==> config.mk <==
export PLATFORM = sky130hd
export DESIGN_NAME = register_file_sb
export DESIGN_NICKNAME = d
export VERILOG_FILES = /design/src/rtl/register_file_sb.sv
export SDC_FILE = /design/constraint.sdc
export NUM_CORES = 1
export LEC_CHECK = 0
export BUFFER_PORTS_ARGS = -buffer_cell sky130_fd_sc_hd__buf_2
export CAP_MARGIN = 20
export CELL_PAD_IN_SITES_DETAIL_PLACEMENT = 1
export CELL_PAD_IN_SITES_GLOBAL_PLACEMENT = 1
export CORE_MARGIN = 2
export CORE_UTILIZATION = 35
export CTS_BUF_LIST = sky130_fd_sc_hd__clkbuf_4 sky130_fd_sc_hd__clkbuf_8
export DETAILED_ROUTE_END_ITERATION = 7
export PLACE_DENSITY = 0.65
export SYNTH_ARGS = -nofsm -noshare
export SYNTH_HDL_FRONTEND = slang
export SYNTH_SLANG_ARGS = --single-unit
==> constraint.sdc <==
create_clock -name i_clk -period 12.2 [get_ports i_clk]
set_input_delay 1.22 -clock i_clk [delete_from_list [all_inputs] [get_ports i_clk]]
set_output_delay 1.22 -clock i_clk [all_outputs]
set_load 0.1 [all_outputs]
==> src/rtl/register_file_sb.sv <==
// Parametrised register file with write-through bypass, RAW busy scoreboard and NZP codes.
// Optional REGFILE_PARITY_EN adds per-register even parity and a par_err output per read port.
module register_file_sb #(
  parameter int unsigned DATA_W   = 16,
  parameter int unsigned NUM_REGS = 8,
  parameter int unsigned NUM_RD   = 2,
  localparam int unsigned AW      = $clog2(NUM_REGS)
) (
  input  logic                     i_clk,
  input  logic                     i_reset,
  input  logic                     i_wr_en,
  input  logic [AW-1:0]            i_wr_addr,
  input  logic [DATA_W-1:0]        i_wr_data,
  input  logic                     i_ld_cc,
  input  logic [NUM_RD*AW-1:0]     i_rd_addr,
  output logic [NUM_RD*DATA_W-1:0] o_rd_data,
  output logic [NUM_RD-1:0]        o_rd_busy,
  input  logic                     i_issue_en,
  input  logic [AW-1:0]            i_issue_addr,
  output logic [NUM_REGS-1:0]      o_busy_vec,
`ifdef REGFILE_PARITY_EN
  output logic [NUM_RD-1:0]        o_par_err,
`endif
  output logic [2:0]               o_nzp
);

  logic [DATA_W-1:0]   r_regs [NUM_REGS];
  logic [NUM_REGS-1:0] r_busy;
  logic [NUM_REGS-1:0] w_busy_d;
  logic [2:0]          r_nzp;
  logic [2:0]          w_nzp_d;
  logic                w_msb;
  logic                w_zero;

  always_ff @(posedge i_clk or posedge i_reset) begin
    if (i_reset) begin
      for (int i = 0; i < NUM_REGS; i++) r_regs[i] <= '0;
    end else if (i_wr_en) begin
      r_regs[i_wr_addr] <= i_wr_data;
    end
  end

`ifdef REGFILE_PARITY_EN
  logic r_par [NUM_REGS];

  always_ff @(posedge i_clk or posedge i_reset) begin
    if (i_reset) begin
      for (int i = 0; i < NUM_REGS; i++) r_par[i] <= 1'b0;
    end else if (i_wr_en) begin
      r_par[i_wr_addr] <= ^i_wr_data;
    end
  end
`endif

  // Set wins over clear: a new producer issued the same cycle the old one retires.
  always_comb begin
    w_busy_d = r_busy;
    if (i_wr_en)    w_busy_d[i_wr_addr]    = 1'b0;
    if (i_issue_en) w_busy_d[i_issue_addr] = 1'b1;
  end

  assign w_msb   = i_wr_data[DATA_W-1];
  assign w_zero  = (i_wr_data == '0);
  assign w_nzp_d = {w_msb, w_zero, !w_msb && !w_zero};

  always_ff @(posedge i_clk or posedge i_reset) begin
    if (i_reset) begin
      r_busy <= '0;
      r_nzp  <= 3'b010;
    end else begin
      r_busy <= w_busy_d;
      if (i_ld_cc) r_nzp <= w_nzp_d;
    end
  end

  assign o_busy_vec = r_busy;
  assign o_nzp      = r_nzp;

  for (genvar k = 0; k < NUM_RD; k++) begin : g_rd
    logic [AW-1:0] w_rd_addr;
    logic          w_hit;

    assign w_rd_addr = i_rd_addr[k*AW +: AW];
    assign w_hit     = i_wr_en && (i_wr_addr == w_rd_addr);
    assign o_rd_data[k*DATA_W +: DATA_W] = w_hit ? i_wr_data : r_regs[w_rd_addr];
    // Register being written reads as ready since the bypass supplies its data.
    assign o_rd_busy[k] = r_busy[w_rd_addr] && !w_hit;
`ifdef REGFILE_PARITY_EN
    assign o_par_err[k] = !w_hit && (^{r_par[w_rd_addr], r_regs[w_rd_addr]});
`endif
  end

endmodule

# Yosys cells after proc, flatten, opt, wreduce, memory -nomap -nowiden
# Cells that the tools add are included.
# W data, S select, Z words.
dict set report totals {
  ff_bits 139
  input_bits 33
  word_cells 62
}
dict set report op_classes {
  n_lt_le_gt_ge 10
  n_eq_ne 2
  muxes 21
  bitwise 6
  reduce_logical 13
}
# op n
set op_table {}
lappend op_table {{$bwmux W128} 1}
lappend op_table {{$mux W16} 7}
lappend op_table {{$bmux W16 S3} 2}
lappend op_table {{$demux W16 S3} 1}
lappend op_table {{$logic_not A16 Y1} 1}
lappend op_table {{$lt A3 B4 Y1 const B} 4}
lappend op_table {{$mux W8} 2}
lappend op_table {{$ge A4 B4 Y1 const B} 3}
lappend op_table {{$not A3 Y4} 3}
lappend op_table {{$and A8 B8 Y8} 1}
lappend op_table {{$logic_and A1 B1 Y1} 8}
lappend op_table {{$not A8 Y8} 1}
lappend op_table {{$or A8 B8 Y8} 1}
lappend op_table {{$bmux W1 S3} 2}
lappend op_table {{$demux W1 S3} 2}
lappend op_table {{$eq A3 B3 Y1} 2}
lappend op_table {{$ge A3 B1 Y1 const B} 2}
lappend op_table {{$logic_not A1 Y1} 4}
lappend op_table {{$lt A4 B1 Y1 const B} 1}
lappend op_table {{$mux W1} 4}

# Logic depth before layout (Yosys ltp)
# Gate-level depths: netlist (run 1).
dict set report depth {
  depth_word 9
  mapped_depth 6
}

# Worst setup path before layout (run 1)
# Ideal clock, no wire load.
dict set report synth_path {
  path_kind {input port to output port}
  start {in i_rd_addr[3]}
  end {out o_rd_busy[1]}
  t_arrival_ps 2813
  required_ps 10980
  slack_ps 8167
  cell_stages 6
  cell_sequence {buf_6 buf_6 xnor2_1 nand4_2 buf_2 and2_1}
}
dict set report synth_between {
  elab_chain_len 4
  elab_cells_between_ends 6
  classes_between {1 x eq/ne; 2 x mux; 3 x reduce/logical}
}
# element line
set synth_lines {}
lappend synth_lines {{start: declaration} 15} ;# input logic [NUM_RD*AW-1:0] i_rd_addr,
lappend synth_lines {{parallel branches: the longest is 3 deep, another holds $bmux W1 S3} n/a}
lappend synth_lines {{$logic_and A1 B1 Y1 *} 87} ;# assign o_rd_busy[k] = r_busy[w_rd_addr] && !w_hit;
lappend synth_lines {{end: declaration} 17} ;# output logic [NUM_RD-1:0] o_rd_busy,
# Every way passes the cells marked *. The select of a mux whose other input is x is not followed.

# Worst setup path in the final report (run 1)
dict set report layout_path {
  start {in i_rd_addr[1]}
  end {out o_rd_data[9]}
}
dict set report layout_between {
  elab_chain_len 5
  elab_cells_between_ends 7
  classes_between {1 x eq/ne; 4 x mux; 1 x bitwise; 1 x reduce/logical}
}
# element line
set layout_lines {}
lappend layout_lines {{$not A3 Y4 (not written as such)} 85} ;# assign o_rd_data[k*DATA_W +: DATA_W] = w_hit ? i_wr_data : r_regs[w_rd_addr];
lappend layout_lines {{$bmux W16 S3} 85}
lappend layout_lines {{$mux W16 (not written as such) (2 in a row)} 85}
lappend layout_lines {{$mux W16 *} 85}
lappend layout_lines {{end: declaration} 16} ;# output logic [NUM_RD*DATA_W-1:0] o_rd_data,
# Mark *: on every way between the ends. The rest lies on a longest branch, timed or not. The select of a mux whose other input is x is not followed.

==> metrics.json, run 1 <==
{
  "run_status": {
    "run_status": "complete, no violations"
  },
  "critical_path": {
    "worst_ep_arrival_time_ns": 3.85,
    "critPathRequiredTime_ns": 10.98,
    "setup.worst_path.end_class": "output pin",
    "max_fanout_on_critical_path": 35,
    "worst_setup_sp_type": "input port",
    "critPathKind": "input port to output pin"
  },
  "detailed_routing": {
    "detailedRoute.firstPassIterationCount": 4,
    "drcViolationCount": 0,
    "wirelength_mm": 21.2,
    "routed_via_density": 5.42,
    "drt-initial-drc-count": 265,
    "via_count": 4838,
    "detail-route-antenna-nets": 0,
    "wire_per_inst_um": 23.7
  },
  "timing": {
    "finalCritPeriodShare_pct": 41.6,
    "worst-slew-pin-transition_ns": 1.02,
    "fmaxAchievable_mhz": 197,
    "rsz_0062_raised_after_global_routing": "no",
    "finalHoldWorstSlack_ns": 0.508,
    "finClkSkew_ns": 0,
    "finalCriticalPeriod_ns": 5.07,
    "finalSetupViolations": 0,
    "tns_ns": 0,
    "fin_worst_setup_slack_ns": 7.13,
    "maxSlewHeadroom_pct": 31.8,
    "timing_hold_violations_final": 0,
    "final-max-slew-violation-count": 0
  },
  "clock_tree": {
    "cts_max_path_buffers": 2,
    "cts.repair_timing.setup_buffer_count": 0,
    "clock_tree_from_tritoncts": "done",
    "cts-root-buf": "sky130_fd_sc_hd__clkbuf_8",
    "clock_sinks": 139,
    "count_of_hold_buffers_inserted_by_post_cts_repair": 0,
    "h-tree-depth": 4,
    "clkSlewWorstSetupHoldPaths_ns": 0.08,
    "clk-insertion-delay-late_ns": 0.44,
    "cts_resized": 0,
    "cts_buffers": 17
  },
  "synth": {
    "netlist_area_um2": 8220,
    "syn-instance-count": 503,
    "yosys.cell_types.count": 28,
    "ys_ff_latch": 139,
    "ys_warnings": 0,
    "seq_area_frac_synth_pct": 42.4,
    "postSynthAreaPerCell_um2": 16.3,
    "postSynthNetCount": 536
  },
  "placement": {
    "io_buffer_count": 77,
    "routability_cong": 0.707,
    "post-place-ws_ns": 7.03,
    "detailed_place_hpwl_mm": 13.1
  },
  "cells_and_area": {
    "layout_commonest_cell": "sky130_fd_sc_hd__mux2_2",
    "num-nets-final": 594,
    "syn_to_final_growth_pct": 11.6,
    "post_route_cells_drive_above_1_share_pct": 59.1,
    "diodes": 0,
    "final_cell_mix": "sky130_fd_sc_hd__mux2_2, sky130_fd_sc_hd__dfrtp_1, sky130_fd_sc_hd__buf_2, sky130_fd_sc_hd__mux4_1, sky130_fd_sc_hd__clkbuf_8"
  },
  "grt": {
    "grt_antenna_before_repair": 0,
    "global_route.usage.total_pct": 18.2,
    "grt_max_degree": 81,
    "global_route_wire_length_before_repair_mm": 32.9,
    "number_of_global_route_vias_before_repair": 5348,
    "gr-total-overflow": 0
  },
  "die": {
    "floorplan.initialDensity_pct": 35.3,
    "die_width_um": 157,
    "floorplan.rows": 56,
    "dieArea_um2": 24700,
    "ioPinCount": 78,
    "fp.dieH_um": 157,
    "core_region_area_um2": 23300
  },
  "power_and_ir_drop": {
    "pwr_density_cell_nw_per_um2": 193,
    "power.ir.vdd_worst_uv": 73.5,
    "p_leak_nw": 3.94
  },
  "min_path": {
    "hp-class": "flip-flop to flip-flop"
  },
  "run": {
    "cap_violations": 0
  }
}
[worst max-delay path, stage by stage]
cell                      delay (ns)
sky130_fd_sc_hd__buf_2          0.76
sky130_fd_sc_hd__xnor2_1        0.22
sky130_fd_sc_hd__nand4_2        0.70
sky130_fd_sc_hd__mux2_2         0.48
sky130_fd_sc_hd__buf_2          0.44
[cells by family after synthesis]
| kind of cell | Yosys count | share of synthesized area (%) |
|---|---|---|
| multiplexers | 264 | 48.2 |
| flip-flops | 139 | 42.4 |
| buffers and inverters | 56 | 5.62 |
| AND/OR/NAND/NOR | 29 | 2.51 |
| AO/OA/AOI/OAI | 9 | 0.685 |
| XOR/XNOR | 6 | 0.640 |
[routing by layer]
layer	global-route usage (%)	part of all wire [%]
met1	24.3	46
met3	3.55	3.2
met2	30.1	49
met4	5.19	1.7
met5	0	0
[layout make-up]
cell class | instances | area [um2]
multi-input cells | 308 | 4270
flip-flops and latches | 139 | 3480
repair buffers | 89 | 495
clock buffers | 20 | 275
inverters | 6 | 25.0
fillers | 2399 | 14100
well taps | 319 | 399
clock inverters | 12 | 216
[flip-flops by register name, summed over array words and instances (netlist names)]
| signal | count |
|---|---|
| o_busy_vec | 8 |
| r_regs | 128 |
| o_nzp | 3 |
[power breakdown]
group          leakage, nW  switching, mW  internal (mW)
sequential            1.66         0.0697          0.560
combinational         2.03          0.432          0.245
clock                0.249          0.181          0.279
total                 3.94          0.682           1.08
[final timing paths]
kind,from,endpoint,slack (ns),cells past startpoint
worst min-delay path,o_nzp[2],o_nzp[2],0.51,1
min in group asynchronous,i_reset,r_regs[50],0.91,2
worst max-delay path,i_rd_addr[1],o_rd_data[9],7.13,5
max in group asynchronous,i_reset,r_regs[10],10.21,4
worst max register to register,r_regs[79],r_regs[79],11.41,1
worst min register to register,o_nzp[2],o_nzp[2],0.51,1
[synthesized netlist by cell type]
library cell	number	area [um2]
sky130_fd_sc_hd__o22ai_1	3	18.8
sky130_fd_sc_hd__mux4_4	1	25.0
sky130_fd_sc_hd__o21ai_0	4	20.0
sky130_fd_sc_hd__nor4_1	4	25.0
sky130_fd_sc_hd__mux2_2	192	2160
sky130_fd_sc_hd__nand4b_1	3	26.3
sky130_fd_sc_hd__mux4_2	13	293
sky130_fd_sc_hd__nand2b_1	5	31.3
sky130_fd_sc_hd__clkbuf_1	8	30.0
sky130_fd_sc_hd__mux4_1	54	1420
sky130_fd_sc_hd__buf_6	11	124
sky130_fd_sc_hd__clkbuf_8	8	110
sky130_fd_sc_hd__dfrtp_1	138	3450
sky130_fd_sc_hd__nand4_1	1	6.26
sky130_fd_sc_hd__clkdlybuf4s15_1	11	110
sky130_fd_sc_hd__buf_4	2	15.0
sky130_fd_sc_hd__buf_2	10	50.1
sky130_fd_sc_hd__inv_1	6	22.5
sky130_fd_sc_hd__nand2_1	7	26.3
sky130_fd_sc_hd__xnor2_1	6	52.6
sky130_fd_sc_hd__mux2_4	4	60.1
sky130_fd_sc_hd__nand4_2	2	25.0
sky130_fd_sc_hd__dfstp_2	1	26.3
sky130_fd_sc_hd__and2_1	2	12.5
sky130_fd_sc_hd__o32ai_1	2	17.5
sky130_fd_sc_hd__and4_1	1	8.76
sky130_fd_sc_hd__nor3_2	2	20.0
sky130_fd_sc_hd__nor3b_2	2	25.0
[metrics by stage]
step	cells	power [mW]	utilization [%]	instance area, um2
after CTS	892	1.78	39.3	9140
after floorplan	503	1.20	-	8220
after detailed placement	860	1.32	37.2	8650
after global placement	860	1.29	37.2	8650
final	893	1.77	39.4	9170
after global routing	893	1.84	39.4	9170
Power figures use the tool's default switching activity.
==> inputs of run 2 (changes only) <==
Settings changed: ABC_AREA from default to 1, PLACE_DENSITY 0.65 to 0.77.
Clock period 12.2 ns to 4.15 ns, I/O delays scaled along.
==> metrics.json, run 2 <==
{
  "cells_and_area": {
    "final_cell_mix": "sky130_fd_sc_hd__nand2_1, sky130_fd_sc_hd__nand3_1, sky130_fd_sc_hd__inv_1, sky130_fd_sc_hd__dfrtp_1, sky130_fd_sc_hd__o21ai_0",
    "largest_register_ff_count": {"value": 128, "change": "unchanged"},
    "fillCellCount": {"value": 3099, "change": "+29%"},
    "layout_commonest_cell": "sky130_fd_sc_hd__nand2_1",
    "top_register": "r_regs",
    "fin_area": {"value": 9840, "unit": "um2", "change": "+7.4%"},
    "num-nets-final": {"value": 1347, "change": "+130%"},
    "finalNonFillerCells": {"value": 1646, "change": "+84%"},
    "diodes": {"value": 0, "change": "unchanged"},
    "post_route_cells_drive_above_1_share": {"value": 11.5, "unit": "%", "change": "-48 points"},
    "layout.core_utilization": {"value": 41.8, "unit": "%", "change": "+2.4 points"},
    "syn_to_final_growth_pct": 16.8
  },
  "timing": {
    "worst-slew-pin-transition": {"value": 1.03, "unit": "ns", "change": "+0.00335 ns"},
    "rsz_0062_raised_after_global_routing": "no",
    "maxSlewHeadroom": {"value": 31.4, "unit": "%", "change": "-0.45 points"},
    "finalCritPeriodShare_pct": 72.0,
    "finalCriticalPeriod_ns": 2.99,
    "finClkSkew": {"value": 0, "unit": "ns", "change": "unchanged"},
    "timing_hold_violations_final": {"value": 0, "change": "unchanged"},
    "finalHoldWorstSlack": {"value": 0.103, "unit": "ns", "change": "-0.406 ns"},
    "fmaxAchievable_mhz": 335,
    "finalSetupViolations": {"value": 0, "change": "unchanged"},
    "fin_worst_setup_slack": {"value": 1.16, "unit": "ns", "change": "-5.96 ns"},
    "final-max-slew-violation-count": {"value": 0, "change": "unchanged"},
    "tns": {"value": 0, "unit": "ns", "change": "unchanged"}
  },
  "synth": {
    "ys_warnings": {"value": 0, "change": "unchanged"},
    "ys_top_cells_by_area": "sky130_fd_sc_hd__dfrtp_1, sky130_fd_sc_hd__nand2_1, sky130_fd_sc_hd__nand3_1",
    "postSynthNetCount": {"value": 1312, "change": "+140%"},
    "yosys.cell_types.count": {"value": 26, "change": "-7.1%"},
    "seq_area_frac_synth": {"value": 41.3, "unit": "%", "change": "-1.1 points"},
    "ys_ff_latch": {"value": 139, "change": "unchanged"},
    "netlist_area": {"value": 8430, "unit": "um2", "change": "+2.6%"},
    "leading_cell_types_by_count_after_synthesis": "sky130_fd_sc_hd__nand2_1, sky130_fd_sc_hd__nand3_1, sky130_fd_sc_hd__inv_1",
    "most_common_cell_in_the_netlist": "sky130_fd_sc_hd__nand2_1",
    "syn-instance-count": {"value": 1279, "change": "+150%"},
    "synth-async-reset-ratio": {"value": 100, "unit": "%", "change": "unchanged"},
    "synth_enable_flop_cells": {"value": 0, "change": "unchanged"},
    "synth_ff_type": "sky130_fd_sc_hd__dfrtp_1",
    "yosys.area.top_type": "sky130_fd_sc_hd__dfrtp_1",
    "postSynthAreaPerCell": {"value": 6.59, "unit": "um2", "change": "-60%"},
    "synth_top_area_share": {"value": 41.0, "unit": "%", "change": "-1.0 points"}
  },
  "placement": {
    "routability_cong": {"value": 0.814, "change": "+15%"},
    "detailed_place_hpwl": {"value": 20.9, "unit": "mm", "change": "+60%"},
    "dpl.cell_count": {"value": 1613, "change": "+88%"},
    "io_buffer_count": {"value": 77, "change": "unchanged"},
    "post-place-ws": {"value": 1.24, "unit": "ns", "change": "-5.79 ns"},
    "dpl-instance-area": {"value": 9410, "unit": "um2", "change": "+8.8%"}
  },
  "clock_tree": {
    "clock_tree_from_tritoncts": "done",
    "cts.repair_timing.setup_buffer_count": {"value": 0, "change": "unchanged"},
    "count_of_hold_buffers_inserted_by_post_cts_repair": {"value": 0, "change": "unchanged"},
    "clkSlewWorstSetupHoldPaths": {"value": 0.09, "unit": "ns", "change": "about the same"},
    "clock_sinks": {"value": 139, "change": "unchanged"},
    "h-tree-depth": {"value": 4, "change": "unchanged"},
    "cts-root-buf": "sky130_fd_sc_hd__clkbuf_8",
    "cts_resized": {"value": 0, "change": "unchanged"},
    "cts_buffers": {"value": 17, "change": "unchanged"},
    "cts_max_path_buffers": {"value": 2, "change": "unchanged"},
    "clk-insertion-delay-late": {"value": 0.46, "unit": "ns", "change": "+0.02 ns"}
  },
  "grt": {
    "grt_antenna_before_repair": {"value": 0, "change": "unchanged"},
    "grt_max_degree": {"value": 91, "change": "+12%"},
    "use_met3": {"value": 4.38, "unit": "%", "change": "+0.82 points"},
    "grt_use_met2": {"value": 41.7, "unit": "%", "change": "+12 points"},
    "number_of_global_route_vias_before_repair": {"value": 9003, "change": "+68%"},
    "grtUsageMet1": {"value": 34.5, "unit": "%", "change": "+10 points"},
    "global_route.usage.total": {"value": 25.6, "unit": "%", "change": "+7.4 points"},
    "global_route_wire_length_before_repair": {"value": 50.9, "unit": "mm", "change": "+55%"},
    "gr-total-overflow": {"value": 0, "change": "unchanged"},
    "grt.busiest_layer": "met2"
  },
  "critical_path": {
    "worst_setup_sp_type": "input port",
    "r2r_cell_count": {"value": 2, "change": "+1"},
    "timing.rr.start": "o_busy_vec[5]",
    "worst_reg2reg_endpoint": "o_busy_vec[5]",
    "worst_ep_arrival_time": {"value": 2.57, "unit": "ns", "change": "-1.28 ns"},
    "critPathKind": "input port to output pin",
    "setup.worst_path.end_class": "output pin",
    "max_fanout_on_critical_path": {"value": 19, "change": "-46%"},
    "reg2reg_setup_slack": {"value": 3.36, "unit": "ns", "change": "-8.05 ns"},
    "critPathRequiredTime": {"value": 3.73, "unit": "ns", "change": "-7.25 ns"}
  },
  "detailed_routing": {
    "wirelength": {"value": 31.9, "unit": "mm", "change": "+51%"},
    "detail-route-antenna-nets": {"value": 0, "change": "unchanged"},
    "drcViolationCount": {"value": 0, "change": "unchanged"},
    "drt-initial-drc-count": {"value": 713, "change": "+170%"},
    "routed_via_density": {"value": 5.37, "change": "-0.95%"},
    "via_count": {"value": 8833, "change": "+83%"},
    "wire_per_inst": {"value": 19.4, "unit": "um", "change": "-18%"},
    "detailedRoute.firstPassIterationCount": {"value": 5, "change": "+1"}
  },
  "die": {
    "floorplan.rows": {"value": 56, "change": "unchanged"},
    "die_width": {"value": 159, "unit": "um", "change": "+1.2%"},
    "dieArea": {"value": 25300, "unit": "um2", "change": "+2.5%"},
    "ioPinCount": {"value": 78, "change": "unchanged"},
    "fp.dieH": {"value": 159, "unit": "um", "change": "+1.2%"},
    "core_region_area": {"value": 23500, "unit": "um2", "change": "+1.2%"},
    "floorplan.initialDensity": {"value": 35.8, "unit": "%", "change": "+0.47 points"}
  },
  "run_status": {
    "run_status": "complete, no violations"
  },
  "power_and_ir_drop": {
    "finalPower": {"value": 4.73, "unit": "mW", "change": "+170%"},
    "power.ir.vdd_worst": {"value": 319, "unit": "uV", "change": "+330%"},
    "p_leak": {"value": 5.10, "unit": "nW", "change": "+29%"},
    "pwr_density_cell": {"value": 481, "unit": "nW/um2", "change": "+150%"}
  },
  "run": {
    "cap_violations": {"value": 0, "change": "unchanged"}
  },
  "min_path": {
    "hp-class": "input port to async pin"
  }
}
[run 2: cell types whose count changed after synthesis, sizes merged, moves of 3 or more]
| cell | change |
|---|---|
| o21ai | +135 |
| buf | +18 |
| nand2b | -5 |
| clkdlybuf4s15 | -11 |
| mux2 | -196 |
| nand3 | +237 |
| mux4 | -68 |
| nor4 | -4 |
| nand2 | +480 |
| xnor2 | -6 |
| clkbuf | +21 |
| nand4b | -3 |
| inv | +158 |
| nor2 | +23 |
[run 2: layout make-up]
| class | instances | area (um2) | share of cell area [%] |
|---|---|---|---|
| clock buffer | 17 | 234 | 2.38 |
| tap | 319 | 399 | 4.06 |
| sequential | 139 | 3480 | 35.4 |
| multi-input combinational | 898 | 3950 | 40.2 |
| clock inverter | 15 | 174 | 1.77 |
| inverter | 164 | 636 | 6.46 |
| timing repair buffer | 94 | 966 | 9.81 |
[run 2: logic make-up (layout without fill, tap and decap cells)]
| family | after synthesis | after routing | synth area share [%] |
|---|---|---|---|
| AO/OA/AOI/OAI | 144 | 144 | 8.66 |
| buffers and inverters | 242 | 290 | 11.9 |
| AND/OR/NAND/NOR | 754 | 754 | 38.1 |
| flip-flops | 139 | 139 | 41.3 |
[run 2: metal layers]
layer  up-vias  routed length, um
met5         -                  0
met4         0                884
met3        50               1930
met2       312              15100
met1      4381              14000
li1       4090                  -
[run 2: critical path, stage by stage]
cell and delay, ns:
sky130_fd_sc_hd__buf_2 0.47, sky130_fd_sc_hd__inv_2 0.40, sky130_fd_sc_hd__nand2_1 0.15, sky130_fd_sc_hd__nand2_1 0.09
sky130_fd_sc_hd__nor2_4 0.11, sky130_fd_sc_hd__nand2_4 0.23, sky130_fd_sc_hd__inv_6 0.26, sky130_fd_sc_hd__nand2_2 0.06
sky130_fd_sc_hd__nand2_1 0.16, sky130_fd_sc_hd__buf_12 0.20
[run 2: worst max-delay path by stage]
stage                            start       endpoint  slack, ns  cells after the start
after global routing      i_rd_addr[5]  o_rd_data[17]       1.09                     10
final                     i_rd_addr[5]  o_rd_data[17]       1.16                     10
after detailed placement  i_rd_addr[1]  o_rd_data[12]       1.24                     10
after floorplan                i_reset  o_busy_vec[0]       0.01                      1
after CTS                 i_rd_addr[5]  o_rd_data[17]       1.25                     10
after global placement    i_rd_addr[5]  o_rd_data[20]       1.31                     10
[run 2: where the power goes]
group          switching, mW  internal, mW  leakage, nW
clock network          0.588         0.593        0.194
logic                   1.31         0.503         3.19
registers              0.126          1.61         1.72
total                   2.02          2.71         5.10
